<file path="config.mk">
export PLATFORM = sky130hd
export DESIGN_NAME = uart_rx_decoder
export DESIGN_NICKNAME = d
export VERILOG_FILES = /design/src/rtl/uart_pkg.sv /design/src/rtl/sync_2ff.sv /design/src/rtl/uart_rx_decoder.sv
export SDC_FILE = /design/constraint.sdc
export NUM_CORES = 1
export LEC_CHECK = 0
export CAP_MARGIN = 15
export CORE_UTILIZATION = 51
export DETAILED_ROUTE_END_ITERATION = 6
export HOLD_SLACK_MARGIN = 0.05
export PLACE_DENSITY = 0.74
export SYNTH_ARGS = -nofsm -noshare
export SYNTH_HDL_FRONTEND = slang
export SYNTH_SLANG_ARGS = --single-unit
</file>
<file path="constraint.sdc">
create_clock -name clk_in -period 1.65 [get_ports clk_in]
set_input_delay 0.33 -clock clk_in [delete_from_list [all_inputs] [get_ports clk_in]]
set_output_delay 0.33 -clock clk_in [all_outputs]
set_load 0.02 [all_outputs]
</file>
<file path="src/rtl/uart_pkg.sv">
// Shared UART constants: receiver FSM encoding and command bytes exchanged
// between uart_rx_decoder and uart_controller.
package uart_pkg;

  // 100 MHz system clock, 9600 baud
  localparam int DEFAULT_CLKS_PER_BIT = 10417;

  // Command bytes from the remote side; both ends must agree on these
  localparam logic [7:0] CMD_PROJ = 8'h50;  // 'P'
  localparam logic [7:0] CMD_UP   = 8'h55;  // 'U'
  localparam logic [7:0] CMD_DOWN = 8'h44;  // 'D'

  typedef enum logic [2:0] {
    ST_IDLE      = 3'd0,
    ST_START     = 3'd1,
    ST_DATA      = 3'd2,
    ST_STOP      = 3'd3,
    ST_WAIT_HIGH = 3'd4
  } rx_state_e;

endpackage

</file>
<file path="src/rtl/sync_2ff.sv">
// 1-bit two-flop synchronizer with a configurable reset value, usable for
// the serial line as well as button inputs.
module sync_2ff #(
  parameter logic RST_VAL = 1'b1
) (
  input  logic i_clk,
  input  logic i_rst_n,
  input  logic i_d,
  output logic o_q
);

  logic r_meta;
  logic r_sync;

  // Two back-to-back flops; both load RST_VAL while reset is held low
  always_ff @(posedge i_clk) begin
    if (!i_rst_n) begin
      r_meta <= RST_VAL;
      r_sync <= RST_VAL;
    end else begin
      r_meta <= i_d;
      r_sync <= r_meta;
    end
  end

  assign o_q = r_sync;

endmodule

</file>
<file path="src/rtl/uart_rx_decoder.sv">
// 8N1 UART receiver. Samples each bit at its middle, reports the byte with a
// one-cycle rx_valid pulse, flags the projectile command, and pulses
// frame_err on a low stop bit (then waits for the line to return high).
module uart_rx_decoder
  import uart_pkg::*;
#(
  parameter int         CLKS_PER_BIT = DEFAULT_CLKS_PER_BIT,
  parameter logic [7:0] PROJ_CODE    = CMD_PROJ
) (
  input  logic       clk_in,
  input  logic       rst,
  input  logic       rx,
  output logic [7:0] rx_data,
  output logic       rx_valid,
  output logic       proj,
  output logic       frame_err
);

  localparam int             CW        = $clog2(CLKS_PER_BIT);
  localparam int             HALF      = CLKS_PER_BIT / 2;
  localparam logic [CW-1:0]  BIT_LAST  = CW'(CLKS_PER_BIT - 1);
  localparam logic [CW-1:0]  HALF_LAST = CW'(HALF - 1);

  logic            w_rx_s;
  rx_state_e       r_state;
  rx_state_e       w_state_nxt;
  logic [CW-1:0]   r_clk_cnt;
  logic [2:0]      r_bit_cnt;
  logic [7:0]      r_shift;
  logic [7:0]      r_rx_data;
  logic            r_rx_valid;
  logic            r_proj;
  logic            r_frame_err;
  logic            w_bit_tick;
  logic            w_half_tick;
  logic            w_stop_ok;
  logic            w_stop_bad;

  sync_2ff #(.RST_VAL(1'b1)) u_rx_sync (
    .i_clk   (clk_in),
    .i_rst_n (rst),
    .i_d     (rx),
    .o_q     (w_rx_s)
  );

  // Next-state logic and stop-bit decode
  always_comb begin
    w_state_nxt = r_state;
    w_bit_tick  = (r_clk_cnt == BIT_LAST);
    w_half_tick = (r_clk_cnt == HALF_LAST);
    w_stop_ok   = 1'b0;
    w_stop_bad  = 1'b0;
    case (r_state)
      ST_IDLE:      if (!w_rx_s) w_state_nxt = ST_START;
      ST_START:     if (w_half_tick) w_state_nxt = w_rx_s ? ST_IDLE : ST_DATA;
      ST_DATA:      if (w_bit_tick && (r_bit_cnt == 3'd7)) w_state_nxt = ST_STOP;
      ST_STOP: begin
        if (w_bit_tick) begin
          w_stop_ok   = w_rx_s;
          w_stop_bad  = !w_rx_s;
          w_state_nxt = w_rx_s ? ST_IDLE : ST_WAIT_HIGH;
        end
      end
      ST_WAIT_HIGH: if (w_rx_s) w_state_nxt = ST_IDLE;
      default:      w_state_nxt = ST_IDLE;
    endcase
  end

  // State register
  always_ff @(posedge clk_in) begin
    if (!rst) r_state <= ST_IDLE;
    else      r_state <= w_state_nxt;
  end

  // Bit timing, shift register and registered output pulses
  always_ff @(posedge clk_in) begin
    if (!rst) begin
      r_clk_cnt   <= '0;
      r_bit_cnt   <= '0;
      r_shift     <= '0;
      r_rx_data   <= 8'h00;
      r_rx_valid  <= 1'b0;
      r_proj      <= 1'b0;
      r_frame_err <= 1'b0;
    end else begin
      // Counter restarts on every state change and at each bit boundary
      if (w_state_nxt != r_state) begin
        r_clk_cnt <= '0;
      end else if (r_state == ST_START || r_state == ST_DATA || r_state == ST_STOP) begin
        r_clk_cnt <= w_bit_tick ? '0 : r_clk_cnt + 1'b1;
      end else begin
        r_clk_cnt <= '0;
      end

      if (r_state == ST_START) begin
        r_bit_cnt <= '0;
      end else if (r_state == ST_DATA && w_bit_tick) begin
        r_shift   <= {w_rx_s, r_shift[7:1]};  // LSB arrives first
        r_bit_cnt <= r_bit_cnt + 1'b1;
      end

      if (w_stop_ok) r_rx_data <= r_shift;
      r_rx_valid  <= w_stop_ok;
      r_proj      <= w_stop_ok && (r_shift == PROJ_CODE);
      r_frame_err <= w_stop_bad;
    end
  end

  assign rx_data   = r_rx_data;
  assign rx_valid  = r_rx_valid;
  assign proj      = r_proj;
  assign frame_err = r_frame_err;

endmodule
</file>
==> results of run 1 <==
[sequential cells by signal, indices dropped and copies added (netlist names)]
name and count:
r_clk_cnt 14, frame_err 1, r_bit_cnt 3, u_rx_sync.o_q 1
rx_valid 1, r_state 3, rx_data 8, proj 1
u_rx_sync.r_meta 1, r_shift 8
[synthesized netlist by cell type (all sizes together)]
master | n | area share
or3b | 1 | 0.0047
nand2 | 5 | 0.010
and3b | 1 | 0.0047
nand3 | 22 | 0.060
ha | 4 | 0.027
nand4 | 5 | 0.025
or3 | 1 | 0.0034
nor3 | 6 | 0.022
nor2 | 11 | 0.022
inv | 6 | 0.012
nand2b | 4 | 0.014
and4bb | 2 | 0.016
a21oi | 22 | 0.060
a2bb2oi | 1 | 0.0047
and2 | 3 | 0.010
and4b | 1 | 0.0054
xnor2 | 6 | 0.028
a22oi | 2 | 0.011
a31o | 1 | 0.0047
xor2 | 5 | 0.024
nor4 | 2 | 0.0068
nor3b | 2 | 0.0081
nor2b | 1 | 0.0034
a211oi | 7 | 0.028
o21ai | 20 | 0.056
o211ai | 1 | 0.0068
a32oi | 1 | 0.0047
clkbuf | 7 | 0.014
and4 | 2 | 0.0095
nor4bb | 2 | 0.011
nor4b | 1 | 0.0081
buf | 4 | 0.016
dfxtp | 41 | 0.45
and3 | 4 | 0.014
[final cells by class]
class | instances | share of cell area
well taps | 46 | 0.0245
repair buffers | 31 | 0.146
clock buffers | 6 | 0.0218
flip-flops and latches | 41 | 0.350
clock inverters | 1 | 0.00319
multi-input cells | 147 | 0.444
inverters | 6 | 0.00958
[metrics by stage]
stage                     cells   util   TNS, ns  hold slack (ns)  instance area [sq um]
after global routing        278  0.694    -0.673            0.466                   2350
after CTS                   274  0.639  -0.00423            0.416                   2170
after detailed placement    267  0.620   -0.0104            0.391                   2100
after global placement      267  0.620         0            0.391                   2100
final                       278  0.694   -0.0969            0.414                   2350
after floorplan             204      -         0            0.386                   1840
[per-layer routing]
metal / share of wire / vias up / GRT usage
met5: 0 / - / 0
met1: 0.41 / 768 / 0.258
met3: 0.037 / 14 / 0.0607
li1: - / 802 / -
met2: 0.52 / 42 / 0.382
met4: 0.035 / 0 / 0.0872
[where the power goes]
group	internal, uW	leakage (uW)	total (uW)	switching (uW)
clock network	200	0.0000303	514	315
registers	994	0.000332	998	4.51
logic	26.8	0.000565	65.1	38.3
total	1220	0.000927	1580	357
[path summary, 6_finish.rpt]
path / endpoint / slack (ns) / depth (start not counted)
max: r_clk_cnt[3] / -0.02 / 7
min: u_rx_sync.o_q / 0.41 / 1
max reg2reg: r_clk_cnt[3] / -0.02 / 7
min reg2reg: u_rx_sync.o_q / 0.41 / 1
[layout by cell type (no fill, tap or decap), types with 2 or more instances in the layout]
cell             instances
a211oi_2                 5
and4bb_4                 2
dfxtp_2                  2
ha_1                     3
nand3_1                 22
a211oi_1                 2
nor3_4                   2
buf_4                   13
nor4_1                   2
and3_1                   4
clkbuf_4                 5
o21ai_4                  2
a21oi_1                 21
nand2_1                  5
nor3b_1                  2
nand4_1                  4
xnor2_1                  6
inv_1                    5
clkbuf_16                2
dfxtp_1                 39
clkdlybuf4s50_1          5
o21ai_0                  3
nor3_1                   4
nand2b_1                 4
dlymetal6s2s_1           8
and2_1                   2
o21ai_1                 15
xor2_1                   5
nor2_1                  11
[logic make-up after synthesis]
group	Yosys count
xor gates and xnor gates	11
DFF	41
and+or+nand+nor	76
buffers and inverters	17
adders and majority gates	4
AOI/OAI and AO/OA	55
[what timing repair did]
item	in CTS	in global routing
endpoints found under the hold margin	0	0
endpoints found under the setup margin	5	36
gates resized for setup	2	47
pin swaps	0	6
gates cloned	0	3
setup buffers	0	1
==> impl_metrics.csv, run 1 <==
group,metric,value,unit
run_status,status,"complete, but fails checks",
run_status,violations,"negative setup slack",
timing,period_share,1.01,
yosys,ys_types,41,
yosys,synth_compound_area_frac,0.176,
timing,drv_slew,0,
global_route,grt_pass1_vias,1581,
floorplanning,rows,21,
drt,postRouteAntennaNets,0,
floorplanning,initial_core_util,0.544,
global_route,grt_pass1_wl,6.80,mm
clock_tree,cts_tree,"yes",
layout,multi_input_area,0.00104,sq mm
clock_tree,insertion_delay,0.35,ns
power,worst_ir_drop_vdd,0.448,mV
clock_tree,clk_pin_slew_worst_paths,0.10,ns
yosys,synth_seq_cells,41,
layout,syn2layout_area_growth,27.5,%
clock_tree,htree_levels,2,
global_route,antenna_found_initial,0,
setup_path,cp.arrival,1.90,ns
setup_path,startpoint,"r_clk_cnt[1]",
power,p_per_area,671,mW/mm^2
timing,fin_worst_skew,0.0136,ns
yosys,synth.area.mux_share,0,
clock_tree,holdBufCountCts,0,
layout,fillers,271,
setup_path,r2r_start,"r_clk_cnt[1]",
floorplanning,die_y,62.1,um
yosys,synth_simple_gate_area_share,0.257,
yosys,synth_fa_ha_area_frac,0.0271,
timing,rsz0062_at_grt,"yes",
setup_path,cp_top_family,"simple AND/OR/NAND/NOR gates",
hold_path,hp-start,"u_rx_sync.r_meta",
floorplanning,core-area,0.00339,sq mm
placed_design,port_buffers,13,
setup_path,crit_type,"reg -> reg",
placed_design,place_ws,-0.00868,ns
drt,drt_pass1_iterations,4,
setup_path,crit_buf_inv,2,
timing,worst_slack,-0.0246,ns
floorplanning,die_w,62.1,um
yosys,synth_nets,211,
timing,fmax,597,MHz
clock_tree,cts_buffers,5,
run,drv_cap,0,
hold_path,hold_path.class,"reg -> reg",
timing,tightestPinTransition,0.432,ns
global_route,grt_max_degree,22,
timing,setup_violations,7,
global_route,grt-ovfl-total,0,
yosys,ys_seq_area_frac,0.445,
timing,min_period,1.67,ns
layout,regArea,823,sq um
power,power.leakage,0.000927,uW
drt,routedWlPerCell,15.5,um
yosys,synth-xor-area-share,0.0522,
setup_path,end_kind,"flop",
setup_path,worstPathRequired,1.87,ns
setup_path,startpoint_type,"flop",
yosys,avgSynthCellArea,9.04,sq um
setup_path,cp_cell_sequence,"inv_2 > ha_4 > and4bb_4 > nand4_4 > a22oi_2 > buf_6 > a211oi_2",
clock_tree,clock_sinks,41,
placed_design,hpwlAfterDp,2.80,mm
timing,hold_viol,0,
drt,vias,1626,
drt,viasPerCell,5.85,
drt,drt-initial-drc-count,93,
clock_tree,clockRootBuffer,"clkbuf_4",
yosys,syn_area,0.00184,sq mm
clock_tree,ctsLongestPathBuffers,2,
timing,max_slew_margin,0.711,
setup_path,crit_fanout,7,
floorplanning,die_area,0.00386,sq mm
yosys,synth_top_family_by_area,"simple AND/OR/NAND/NOR gates",
placed_design,routabilityCongestion,0.867,
layout,antenna_cells,0,
floorplanning,pin_count,14,
yosys,syn_inst,204,
global_route,grt.total_usage,0.221,
drt,drc,0,
setup_path,crit_slowest_cell,"dfxtp_2",
layout,layout.nets,239,
layout,drive_above_1_share,0.216,
power,p_total,1580,uW
yosys,yosysWarnings,0,
setup_path,worst_path_largest_cell_delay,0.35,ns
drt,routed_wl,4.32,mm
No activity file was read; power rests on OpenSTA's default activity.
==> run 2, diff against run 1 <==
--- a/config.mk
+++ b/config.mk
@@ -10,6 +10,7 @@
 export DETAILED_ROUTE_END_ITERATION = 6
 export HOLD_SLACK_MARGIN = 0.05
 export PLACE_DENSITY = 0.74
+export SLEW_MARGIN = 5
 export SYNTH_ARGS = -nofsm -noshare
 export SYNTH_HDL_FRONTEND = slang
 export SYNTH_SLANG_ARGS = --single-unit
==> results of run 2 <==
The final DEF is identical to that of run 1; final timing and power are the same.
